==> src/rtl/fb_write_arbiter.sv <==
// Round-robin arbiter that shares the single framebuffer pixel write port among
// three drawing engines (0 clear, 1 trace, 2 overlay), granting whole bursts capped at MAX_BURST beats.
module fb_write_arbiter #(
    parameter int MAX_BURST = 256,
    parameter int CW        = (MAX_BURST > 1) ? $clog2(MAX_BURST) : 1
) (
    input  logic        clk,
    input  logic        rst_n,
    input  logic [2:0]  req,
    input  logic [2:0]  valid,
    input  logic [2:0]  last,
    input  logic [23:0] px_x,
    input  logic [23:0] px_y,
    input  logic [35:0] px_color,
    output logic [2:0]  gnt,
    output logic [7:0]  CounterX,
    output logic [7:0]  CounterY,
    output logic [11:0] color,
    output logic        we,
    output logic        busy
);

    typedef enum logic {S_IDLE, S_OWN} state_t;

    localparam logic [CW-1:0] CAP = CW'(MAX_BURST - 1);

    state_t          state_q, state_d;
    logic [1:0]      own_q, own_d;
    logic [1:0]      last_owner_q, last_owner_d;
    logic [CW-1:0]   cnt_q, cnt_d;
    logic [2:0]      gnt_q, gnt_d;
    logic            busy_q, busy_d;
    logic            we_q, we_d;
    logic [7:0]      x_q, x_d, y_q, y_d;
    logic [11:0]     c_q, c_d;

    logic [2:0][7:0]  xs, ys;
    logic [2:0][11:0] cs;
    assign xs = px_x;
    assign ys = px_y;
    assign cs = px_color;

    function automatic logic [1:0] inc3(input logic [1:0] v);
        return (v == 2'd2) ? 2'd0 : v + 2'd1;
    endfunction

    logic       rel;
    logic [1:0] base, c1, c2, win;

    always_comb begin
        state_d      = state_q;
        own_d        = own_q;
        last_owner_d = last_owner_q;
        cnt_d        = cnt_q;
        gnt_d        = gnt_q;
        we_d         = 1'b0;
        x_d          = x_q;
        y_d          = y_q;
        c_d          = c_q;
        rel          = 1'b0;
        base         = last_owner_q;

        if (state_q == S_OWN) begin
            // Dropping req abandons the burst; valid is not looked at that cycle.
            if (!req[own_q]) begin
                rel = 1'b1;
            end else if (valid[own_q]) begin
                we_d  = 1'b1;
                x_d   = xs[own_q];
                y_d   = ys[own_q];
                c_d   = cs[own_q];
                cnt_d = cnt_q + CW'(1);
                if (last[own_q] || cnt_q == CAP) rel = 1'b1;
            end
            if (rel) begin
                last_owner_d = own_q;
                base         = own_q;
            end
        end

        // Search order base+1, base+2, base: the releasing owner is considered last.
        c1  = inc3(base);
        c2  = inc3(c1);
        win = req[c1] ? c1 : (req[c2] ? c2 : base);

        if (state_q == S_IDLE || rel) begin
            cnt_d = '0;
            if (|req) begin
                state_d = S_OWN;
                own_d   = win;
                gnt_d   = 3'b001 << win;
            end else begin
                state_d = S_IDLE;
                gnt_d   = 3'b000;
            end
        end
        busy_d = |gnt_d;
    end

    always_ff @(posedge clk) begin
        if (!rst_n) begin
            state_q      <= S_IDLE;
            own_q        <= 2'd0;
            last_owner_q <= 2'd2;
            cnt_q        <= '0;
            gnt_q        <= 3'b000;
            busy_q       <= 1'b0;
            we_q         <= 1'b0;
            x_q          <= 8'd0;
            y_q          <= 8'd0;
            c_q          <= 12'd0;
        end else begin
            state_q      <= state_d;
            own_q        <= own_d;
            last_owner_q <= last_owner_d;
            cnt_q        <= cnt_d;
            gnt_q        <= gnt_d;
            busy_q       <= busy_d;
            we_q         <= we_d;
            x_q          <= x_d;
            y_q          <= y_d;
            c_q          <= c_d;
        end
    end

    assign gnt      = gnt_q;
    assign busy     = busy_q;
    assign we       = we_q;
    assign CounterX = x_q;
    assign CounterY = y_q;
    assign color    = c_q;

endmodule

==> config.mk <==
export PLATFORM = sky130hd
export DESIGN_NAME = fb_write_arbiter
export DESIGN_NICKNAME = d
export VERILOG_FILES = /design/src/rtl/fb_write_arbiter.sv
export SDC_FILE = /design/constraint.sdc
export NUM_CORES = 1
export LEC_CHECK = 0
export BUFFER_PORTS_ARGS = -buffer_cell sky130_fd_sc_hd__buf_2
export CAP_MARGIN = 20
export CELL_PAD_IN_SITES_DETAIL_PLACEMENT = 1
export CELL_PAD_IN_SITES_GLOBAL_PLACEMENT = 1
export CORE_MARGIN = 1.5
export CORE_UTILIZATION = 33
export DETAILED_ROUTE_END_ITERATION = 6
export PLACE_DENSITY = 0.78
export SLEW_MARGIN = 20
export SYNTH_ARGS = -nofsm -noshare
export SYNTH_HDL_FRONTEND = slang
export SYNTH_SLANG_ARGS = --single-unit
==> constraint.sdc <==
create_clock -name clk -period 3 [get_ports clk]
set_input_delay 0.3 -clock clk [delete_from_list [all_inputs] [get_ports clk]]
set_output_delay 0.3 -clock clk [all_outputs]
set_load 0.05 [all_outputs]
* Word level (Yosys, flattened, before mapping)
Cells that the tools add are included.
** Operators by class
- Bitwise gates (word level) :: 2
- Equality and inequality tests :: 3
- Reductions and logical operators :: 8
- $lt $le $gt $ge :: 3
- Shift operators :: 1
- Add/subtract/negate cells :: 3
- Muxes and demuxes :: 31
** Operators by type and width (count)
- binary-select mux 8 bit (select 2 bit) :: 2
- binary-select mux 12 bit (select 2 bit) :: 1
- two-way mux 8 bit :: 2
- two-way mux 1 bit :: 12
- two-way mux 12 bit :: 1
- two-way mux 2 bit :: 6
- binary-select mux 1 bit (select 2 bit) :: 5
- < comparator 2 x 3 -> 1 bit, second input constant :: 3
- adder 8 x 1 -> 8 bit, second input constant :: 1
- equality test 8 bit, second input constant :: 1
- two-way mux 3 bit :: 2
- AND reduction 3 bit :: 2
- OR reduction 3 bit :: 2
- adder 2 x 1 -> 2 bit, second input constant :: 2
- equality test 2 bit, second input constant :: 2
- << shifter 1 x 2 -> 3 bit, first input constant :: 1
- logical OR 1 bit :: 2
- inverter 1 bit :: 2
- AND reduction 2 bit :: 1
- OR reduction 2 bit :: 1
** Storage, ports and cells
- Logic and storage cells :: 61
- Input port bits :: 95
- Bits in registers :: 46
- Output and inout port bits :: 33

* Logic depth before layout (Yosys ltp)
- Word-level depth :: 21
- Gate-level depth with buffers :: 9
- Depth with buffers taken out :: 7

* Worst setup path before layout
Ideal clock, no wire load.
- Path type :: reg-to-reg
- Start point :: reg cnt_q[0]
- End point :: reg gnt_q[0], in the netlist gnt[0]
- Cell stages (with the launch flop) :: 8
- Setup slack :: 0.930 ns
- Required time :: 2.883 ns
- Data arrival time :: 1.953 ns
- Buffers on the path :: 0
- Library setup time :: 0.117 ns
- Period minus slack after synthesis :: 2.070 ns
- Cell sequence :: dfxtp_1 ha_1 and4_1 o21ai_4 a21boi_2 mux2i_1 mux2_4 a32o_1
** On the way
- Cells in the longest elaborated chain, start to end :: 19
- Elaborated cells between the ends (all ways) :: 25
- Classes of those cells :: add/sub (2); eq/ne (3); shift (1); mux (17); reduce/logical (2)
** Ends and longest elaborated chain
- from (decl) :: line 30 : logic [CW-1:0] cnt_q, cnt_d;
- from (signal assigned) :: line 116 : cnt_q <= cnt_d;
- equality test 8 bit (*) :: line 73 : if (last[own_q] || cnt_q == CAP) rel = 1'b1;
- logical OR 1 bit (*) :: line 73
- two-way mux 1 bit (*) :: line 73
- two-way mux 1 bit (*) :: line 67 : end else if (valid[own_q]) begin
- two-way mux 1 bit (*) :: line 65 : if (!req[own_q]) begin
- two-way mux 1 bit (*) :: line 63 : if (state_q == S_OWN) begin
- two-way mux 2 bit
- two-way mux 2 bit :: line 63
- [2 not listed]
- adder 2 x 1 -> 2 bit / equality test 2 bit (equally long branches) :: line 44 : return (v == 2'd2) ? 2'd0 : v + 2'd1;
- two-way mux 2 bit :: line 44
- binary-select mux 1 bit (select 2 bit) :: line 84 : win = req[c1] ? c1 : (req[c2] ? c2 : base);
- two-way mux 1 bit (implied by the code) :: line 84
- two-way mux 2 bit (2 in series) :: line 84
- << shifter 1 x 2 -> 3 bit :: line 91 : gnt_d = 3'b001 << win;
- two-way mux 3 bit :: line 88 : if (|req) begin
- two-way mux 3 bit (*) :: line 86 : if (state_q == S_IDLE || rel) begin
- to (signal assigned) :: line 117 : gnt_q <= gnt_d;
- to (decl) :: line 31 : logic [2:0] gnt_q, gnt_d;
Every way passes the cells marked *; elsewhere a longest branch is shown, timed or not. The select of a mux whose other input is x is not followed.
A chain may end at the register's enable or synchronous reset.

* Worst setup path in the final report
- Start point :: reg own_q[1]
- End point :: reg gnt_q[1], in the netlist gnt[1]
** On the way
- Cells in the longest elaborated chain, start to end :: 20
- Elaborated cells between the ends (all ways) :: 30
- Classes of those cells :: add/sub (2); eq/ne (2); shift (1); mux (23); reduce/logical (2)
** Ends and longest elaborated chain
- from (decl) :: line 28 : logic [1:0] own_q, own_d;
- from (signal assigned) :: line 114 : own_q <= own_d;
- binary-select mux 1 bit (select 2 bit) :: line 73
- two-way mux 1 bit (implied by the code) :: line 73
- logical OR 1 bit :: line 73
- two-way mux 1 bit :: line 73
- two-way mux 1 bit :: line 67
- two-way mux 1 bit :: line 65
- two-way mux 1 bit :: line 63
- two-way mux 2 bit
- [3 not listed]
- adder 2 x 1 -> 2 bit / equality test 2 bit (equally long branches) :: line 44
- two-way mux 2 bit :: line 44
- binary-select mux 1 bit (select 2 bit) :: line 84
- two-way mux 1 bit (implied by the code) :: line 84
- two-way mux 2 bit (2 in series) :: line 84
- << shifter 1 x 2 -> 3 bit :: line 91
- two-way mux 3 bit :: line 88
- two-way mux 3 bit (*) :: line 86
Marked as above.

==> metrics.txt <==
Worst slew margin 0.497; NetSw 0.000635 W; Avg Inst Size Synth 9.48 µm²; Syn. warnings 0; Port-buffer cells 127; vias in the first global route 2631; Post-Syn Instances 267; Power Density 512 nW/µm²; antenna cells 0; ordered list of cells on the worst path nor2b_4, o2bb2ai_2, o21ai_4, a21boi_2, mux2i_1, mux2_4, a32o_1; CP endpoint kind flip-flop; Main synth FF type dfxtp_1; fin nets 480; Starting Density 0.345; initial antenna violation count 0; #FFs+latches synth 46; Via density 5.14; asr flop ratio synth 0; total power 0.00171 W; synthesized area 2530 µm²; remaining antenna violation count 0; HPWL after detailed placement 5.74 mm; Leak 1.73 nW; Hold WC Path Type in2reg; CP Max Fanout 31; sequential share of the synthesized area 0.364; CTS Buffer Depth 2; power share of the combinational group 0.360; share of cells above drive strength 1 0.392; die area 8200 µm²; skew final 0.0106 ns; Setup-failing EPs final 0; RSZ-0062 raised after global routing no; CP max-delay cell nor2b_4; commonest non-fill, non-tap cell in the layout buf_2; WL final 7.44 mm; first-pass GRT wire length 12.3 mm; area grow syn2layout 31.7%; core box area 7330 µm²; postcts setup bufs 0; Fin. Hold Viols 0; Num CTS Buffers 5; DRC viols 0; internal power 0.00107 W; placed cell area 3240 µm²; clk_lat worst skew 0.29 ns; aggregate global-route resource usage 0.184; largest net degree at the start of global routing 41; # clock sinks 46; Final min period 2.63 ns; drt first pass iters 4; Layout Utilization 0.455; CP Launch Type flip-flop; TNS Setup 0 ns; post-route cell area 3330 µm²; CP peak stage delay 0.62 ns; Clk pwr share 0.228; die height 90.6 µm; Die W 90.6 µm; hold bufs inserted after CTS 0; Filler cells 886; CP required 3.19 ns; CTS resizes 0; maximum vdd ir drop 0.000209 V; EDFF count, synth 0; CTS HTree Levels 2; top-level I/O count 128; post-synthesis cell type count 42; max_cap viols 0; Max Clock Freq 380 MHz; status completed; total grt overflow 0; Post-Synthesis Net Count 363; commonest non-fill, non-tap cells in the layout 127 x buf_2, 45 x dfxtp_1, 37 x mux2i_1; DR vias 2489; fin crit share 0.878; Root Driver clkbuf_8; Slew @ Worst Pin 0.753 ns; post-DR wirelength/cell 15.4 µm; switching fraction of total power 0.372; Bufs and invs on worst path 0; row count 31; RD Place Congestion 0.785; CP Class reg2reg; final number of max-transition violations 0; CTS tree built; DR iter-0 viols 49; Critical Path AT 2.82 ns; Clk pin slew, worst setup/hold paths 0.08 ns; Seq pwr share 0.412; CP delay by family, top multiplexers
-- final cells by class --
class / instances / area [µm²] / area share
clock buffers: 7 / 86.3 / 0.0259
clock inverters: 1 / 5.00 / 0.00150
inverters: 1 / 3.75 / 0.00113
multi-input cells: 198 / 1510 / 0.452
flip-flops and latches: 46 / 922 / 0.277
well taps: 99 / 124 / 0.0372
repair buffers: 132 / 686 / 0.206
-- through the flow --
step	worst slack (ns)	instances	hold slack, ns
after floorplan	0.930	267	0.471
after global placement	0.471	476	0.474
after detailed placement	0.336	476	0.486
after CTS	0.325	484	0.334
after global routing	0.186	484	0.346
final	0.367	484	0.338
-- synth_stat cells (all sizes together) (4+ instances only) --
| cell type | instances | area share |
|---|---|---|
| a21oi | 4 | 0.0079 |
| and2 | 4 | 0.0099 |
| buf | 10 | 0.022 |
| clkbuf | 12 | 0.018 |
| dfxtp | 46 | 0.36 |
| mux2i | 37 | 0.15 |
| nand2 | 33 | 0.049 |
| nor2 | 17 | 0.025 |
| nor2b | 4 | 0.013 |
| o211a | 28 | 0.11 |
| o211ai | 28 | 0.083 |
| xor2 | 5 | 0.017 |
-- state kept, by name (all words and copies together) (netlist names) --
name / flops
busy: 1
state_q: 1
CounterY: 8
gnt: 3
CounterX: 8
color: 12
own_q: 2
last_owner_q: 2
we: 1
cnt_q: 8
-- cells by family (layout without fill, tap and decap cells) --
group	count (synthesis)	in the layout	synth area share
flip-flops	46	46	0.364
AO/OA/AOI/OAI	75	75	0.267
AND/OR/NAND/NOR	77	77	0.146
multiplexers	38	38	0.152
buffers and inverters	23	141	0.0415
XOR/XNOR	7	7	0.0242
adder cells (fa/ha/maj)	1	1	0.00494
-- per-layer routing --
metal / wire, µm / global-route usage
met5: 0 / 0
met4: 65 / 0.0516
met3: 519 / 0.0547
met2: 3750 / 0.331
met1: 3110 / 0.209
-- worst reg2reg max path: stages, from the launching register on --
cell       delay, ns
dfxtp_2         0.40
nor2b_4         0.62
o2bb2ai_2       0.21
o21ai_4         0.12
a21boi_2        0.21
mux2i_1         0.40
mux2_4          0.35
a32o_1          0.21
-- power groups by stage --
stage / combinational [W] / sequential, W / clock [W]
2_1_floorplan: 0.000295 / 0.000864 / 0
3_3_place_gp: 0.000608 / 0.000714 / 0
3_5_place_dp: 0.000620 / 0.000716 / 0
4_1_cts: 0.000621 / 0.000704 / 0.000399
5_1_grt: 0.000662 / 0.000710 / 0.000430
6_report: 0.000614 / 0.000703 / 0.000390
-- path summary, 6_finish.rpt --
| path | start | to | slack [ns] | cells past startpoint |
|---|---|---|---|---|
| hold reg to reg | CounterX[2]$_SDFFE_PN0P_ | CounterX[2]$_SDFFE_PN0P_ | 0.50 | 1 |
| setup reg to reg | own_q[1]$_SDFFE_PN0P_ | gnt[1]$_SDFF_PN0_ | 0.37 | 7 |
| setup / recovery | own_q[1]$_SDFFE_PN0P_ | gnt[1]$_SDFF_PN0_ | 0.37 | 7 |
| hold / removal | rst_n | last_owner_q[1]$_SDFF_PN1_ | 0.34 | 2 |
No activity file was read; power rests on OpenSTA's default activity.
